### src/rtl/pipe_redirect_ctrl.sv
// Pipeline sequencing controller: turns EX-stage redirects, halts and ID-stage load-use hazards
// into PC/IF-ID/ID-EX control, with optional post-redirect squash cycles and perf counters.
module pipe_redirect_ctrl #(
  parameter int unsigned EXTRA_BUBBLES = 0,
  parameter int unsigned CNT_W         = 32
) (
  input  logic             clk,
  input  logic             rst,
  input  logic             ex_valid,
  input  logic [1:0]       npc_sel,
  input  logic             load_use,
  input  logic             halt_req,
  output logic [1:0]       pc_sel,
  output logic             pc_we,
  output logic             ifid_we,
  output logic             ifid_flush,
  output logic             idex_flush,
  output logic             halted,
  output logic [CNT_W-1:0] redirect_cnt,
  output logic [CNT_W-1:0] stall_cnt
);

  typedef enum logic [1:0] {StRun, StSquash, StHalt} state_e;

  state_e           state_q, state_d;
  logic [2:0]       sq_cnt_q, sq_cnt_d;
  logic [CNT_W-1:0] redirect_cnt_q, stall_cnt_q;
  logic             in_run, redirect, halt_acc, stall;

  assign in_run   = (state_q == StRun);
  assign redirect = in_run & ex_valid & (npc_sel != 2'b00);
  assign halt_acc = in_run & ex_valid & halt_req & ~redirect;
  // Wrong-path ID instruction behind a redirect or halt must not stall.
  assign stall    = in_run & load_use & ~redirect & ~halt_acc;

  always_ff @(posedge clk) begin
    if (rst) begin
      state_q        <= StRun;
      sq_cnt_q       <= 3'd0;
      redirect_cnt_q <= '0;
      stall_cnt_q    <= '0;
    end else begin
      state_q  <= state_d;
      sq_cnt_q <= sq_cnt_d;
      if (redirect) redirect_cnt_q <= redirect_cnt_q + CNT_W'(1);
      if (stall)    stall_cnt_q    <= stall_cnt_q + CNT_W'(1);
    end
  end

  always_comb begin
    state_d    = state_q;
    sq_cnt_d   = sq_cnt_q;
    pc_sel     = 2'b00;
    pc_we      = 1'b1;
    ifid_we    = 1'b1;
    ifid_flush = 1'b0;
    idex_flush = 1'b0;

    case (state_q)
      StRun: begin
        if (redirect) begin
          pc_sel     = npc_sel;
          ifid_flush = 1'b1;
          idex_flush = 1'b1;
          if (EXTRA_BUBBLES > 0) begin
            state_d  = StSquash;
            sq_cnt_d = 3'(EXTRA_BUBBLES);
          end
        end else if (halt_acc) begin
          pc_we      = 1'b0;
          ifid_we    = 1'b0;
          ifid_flush = 1'b1;
          idex_flush = 1'b1;
          state_d    = StHalt;
        end else if (stall) begin
          pc_we      = 1'b0;
          ifid_we    = 1'b0;
          idex_flush = 1'b1;
        end
      end
      StSquash: begin
        // Fetch keeps advancing while the stale BRAM output is discarded.
        ifid_flush = 1'b1;
        idex_flush = 1'b1;
        sq_cnt_d   = sq_cnt_q - 3'd1;
        if (sq_cnt_q <= 3'd1) state_d = StRun;
      end
      StHalt: begin
        pc_we      = 1'b0;
        ifid_we    = 1'b0;
        ifid_flush = 1'b1;
        idex_flush = 1'b1;
      end
      default: state_d = StRun;
    endcase

    if (rst) begin
      pc_sel     = 2'b00;
      pc_we      = 1'b0;
      ifid_we    = 1'b0;
      ifid_flush = 1'b1;
      idex_flush = 1'b1;
    end
  end

  assign halted       = (state_q == StHalt);
  assign redirect_cnt = redirect_cnt_q;
  assign stall_cnt    = stall_cnt_q;

endmodule
### config.mk
export PLATFORM = sky130hd
export DESIGN_NAME = pipe_redirect_ctrl
export DESIGN_NICKNAME = d
export VERILOG_FILES = /design/src/rtl/pipe_redirect_ctrl.sv
export SDC_FILE = /design/constraint.sdc
export NUM_CORES = 1
export LEC_CHECK = 0
export CAP_MARGIN = 20
export CORE_MARGIN = 2
export CORE_UTILIZATION = 49
export CTS_BUF_LIST = sky130_fd_sc_hd__clkbuf_16
export CTS_CLUSTER_DIAMETER = 80
export DETAILED_ROUTE_END_ITERATION = 7
export PLACE_DENSITY = 0.8
export SKIP_LAST_GASP = 1
export SYNTH_ARGS = -nofsm -noshare
export SYNTH_HDL_FRONTEND = slang
export SYNTH_SLANG_ARGS = --single-unit
### constraint.sdc
create_clock -name clk -period 2.87 [get_ports clk]
set_input_delay 0.7175 -clock clk [delete_from_list [all_inputs] [get_ports clk]]
set_output_delay 0.7175 -clock clk [all_outputs]
set_load 0.01 [all_outputs]
==> impl_metrics.py <==
metrics = {
    "outcome": {
        "status": "completed",
    },
    "floorplan": {
        "start_util_pct": 51.5,
        "die_height_um": 83.6,
        "dieArea_um2": 6990,
        "rows": 28,
        "coreArea_um2": 6030,
        "io_pins": 78,
        "die_w_um": 83.6,
    },
    "worst_setup_path": {
        "crit_required_ns": 2.15,
        "cp_max_fo": 2,
        "rrSetupSlack_ns": 0.76,
        "ff2ff_path_depth": 5,
        "start_kind": "input pin",
        "critPathArrivalTime_ns": 2.11,
        "criticalPathCategory": "input pin to primary output",
        "r2r_end": "stall_cnt[31]",
        "cp-end-kind": "primary output",
        "r2r-start": "stall_cnt[14]",
        "crit_path_start": "npc_sel[1]",
    },
    "min_path": {
        "hold_depth": 2,
        "min_to": "stall_cnt[11]",
        "hold_class": "flop to flop",
        "hold_start": "stall_cnt[11]",
    },
    "cells_and_area": {
        "drive_above_1_share_pct": 10.0,
        "post-route-util_pct": 71.5,
        "fill_cells": 459,
        "finalNetCount": 462,
        "antenna_cells": 0,
        "syn2layout_area_growth_pct": 38.8,
        "mostFrequentLayoutCells": "clkdlybuf4s50_1, dfxtp_1, nor2_1, xnor2_1, nand2_1",
        "layout_commonest_cell": "clkdlybuf4s50_1",
    },
    "clocking": {
        "cts_tree": "yes",
        "clk_latency_ns": 0.32,
        "clkTransAtPathRegs_ns": 0.05,
        "cts_buffers": 9,
        "root_buffer": "clkbuf_16",
        "clk_path_buf_depth": 2,
        "clock-sinks": 65,
        "htreeDepth": 3,
    },
    "logic_synthesis": {
        "synth_cells": 364,
        "synth-seq-area-share_pct": 41.9,
        "synth-main-ff-cell": "dfxtp_1",
        "syn-cell-area_um2": 3100,
        "syn_nets": 373,
        "yosysUniqueCellTypes": 40,
        "async_flop_share_pct": 0,
        "syn_area_per_cell_um2": 8.53,
        "synth_seq_cells": 65,
        "yosysWarnings": 0,
        "synth_edf_count": 0,
    },
    "timing": {
        "slew_headroom_pct": 66.3,
        "rsz0062_at_grt": "yes",
        "hold_ws_ns": 0.528,
        "layout_min_cycle_time_ns": 2.83,
        "fin_skew_ns": 0.00602,
        "worstMarginPinSlew_ns": 0.504,
        "final_max_slew_viol_count": 0,
        "finalSetupViolCount": 0,
        "hold_viol": 0,
        "fin_crit_sh_pct": 98.6,
        "max_freq_ghz": 0.353,
    },
    "pwr": {
        "ir_drop_v": 0.000451,
        "power.density_nw_per_um2": 470,
        "p_leak_nw": 1.47,
        "total_power_w": 0.00203,
    },
    "drt": {
        "postRouteAntennaNets": 0,
        "viasPerCell": 5.45,
        "wl_per_cell_um": 14.2,
        "drtIter0Drc": 122,
        "first_pass_iters": 4,
        "wl_mm": 7.57,
        "post-route-drc-count": 0,
        "via_count": 2907,
    },
    "global_routing": {
        "grt_pass1_wl_mm": 12.6,
        "grt_max_degree": 51,
        "grt_pass1_vias": 2696,
        "grt_use_total_pct": 21.8,
        "antenna_found_initial": 0,
        "globalRouteOverflowTotal": 0,
    },
    "place": {
        "place_congestion": 0.845,
        "dp_hpwl_mm": 5.20,
        "portBuffers": 77,
    },
    "job": {
        "max_cap_viol_count": 0,
    },
}
cell type report:
class	instances	area, µm²	area share (%)
sequential	65	1300	30.2
inverter	8	30.0	0.697
clock inverter	7	55.1	1.28
multi-input combinational	274	1710	39.7
clock buffer	9	225	5.23
tap	75	93.8	2.18
timing repair buffer	95	893	20.7
what timing repair did:
action / in CTS / in global routing
buffers inserted: 0 / 1
resized for setup: 7 / 6
pin swaps: 0 / 2
setup endpoints to repair: 6 / 3
cloned: 0 / 0
hold buffers: 0 / 0
logic make-up after synthesis:
kind of cell,share of synthesized area (%)
AND/OR/NAND/NOR,34.1
flip-flops,41.9
XOR/XNOR,14.4
AO/OA/AOI/OAI,5.04
buffers and inverters,3.35
adder cells (fa/ha/maj),0.806
multiplexers,0.363
layer usage:
metal	up-vias	part of all wire [%]	global-route usage, %
met5	-	0	0
met2	67	47	33.6
met3	11	4.6	4.45
met4	0	1.5	8.94
li1	1459	-	-
met1	1370	47	29.7
worst max path at each step:
stage	depth (start not counted)	end	slack (ns)
after detailed placement	6	idex_flush	-0.37
after global routing	6	idex_flush	-0.03
after floorplan	4	idex_flush	0.15
final	6	idex_flush	0.04
after global placement	6	idex_flush	-0.34
after CTS	6	idex_flush	-0.17
critical path: stages:
cell	delay, ns
clkdlybuf4s50_1	0.43
nor2_2	0.14
nor2_2	0.06
a2111o_1	0.35
or2_2	0.27
clkbuf_2	0.13
flip-flops by register name, summed over array words and instances (netlist names):
name          flops
state_q           1
redirect_cnt     32
stall_cnt        32
synth_stat cells, types with 9 or more instances:
library cell / number / area (µm²)
nor3_1: 14 / 70.1
nor2_1: 57 / 214
clkbuf_1: 13 / 48.8
nand2_1: 26 / 97.6
nand3_1: 21 / 105
nor4_1: 12 / 75.1
xnor2_1: 35 / 307
xor2_1: 16 / 140
o21ai_0: 9 / 45.0
and4_1: 11 / 96.3
dfxtp_1: 65 / 1300
nand4_1: 18 / 113
a21oi_1: 13 / 65.1
per-stage QoR:
stage / setup TNS [ns] / instance area (µm²) / cells / setup slack (ns)
6_report: 0 / 4310 / 533 / 0.0389
5_1_grt: -0.0301 / 4310 / 533 / -0.0301
4_1_cts: -0.166 / 4290 / 532 / -0.166
3_5_place_dp: -1.12 / 4020 / 516 / -0.372
3_3_place_gp: -0.878 / 4020 / 516 / -0.339
2_1_floorplan: 0 / 3100 / 364 / 0.153
power breakdown:
| part | total [W] | leakage (nW) | internal [W] | switching [W] |
|---|---|---|---|---|
| clock | 0.00101 | 0.150 | 0.000655 | 0.000358 |
| sequential | 0.000917 | 0.524 | 0.000909 | 0.00000851 |
| combinational | 0.0000941 | 0.793 | 0.0000436 | 0.0000505 |
Note: power is estimated with default switching activity, not from simulation.
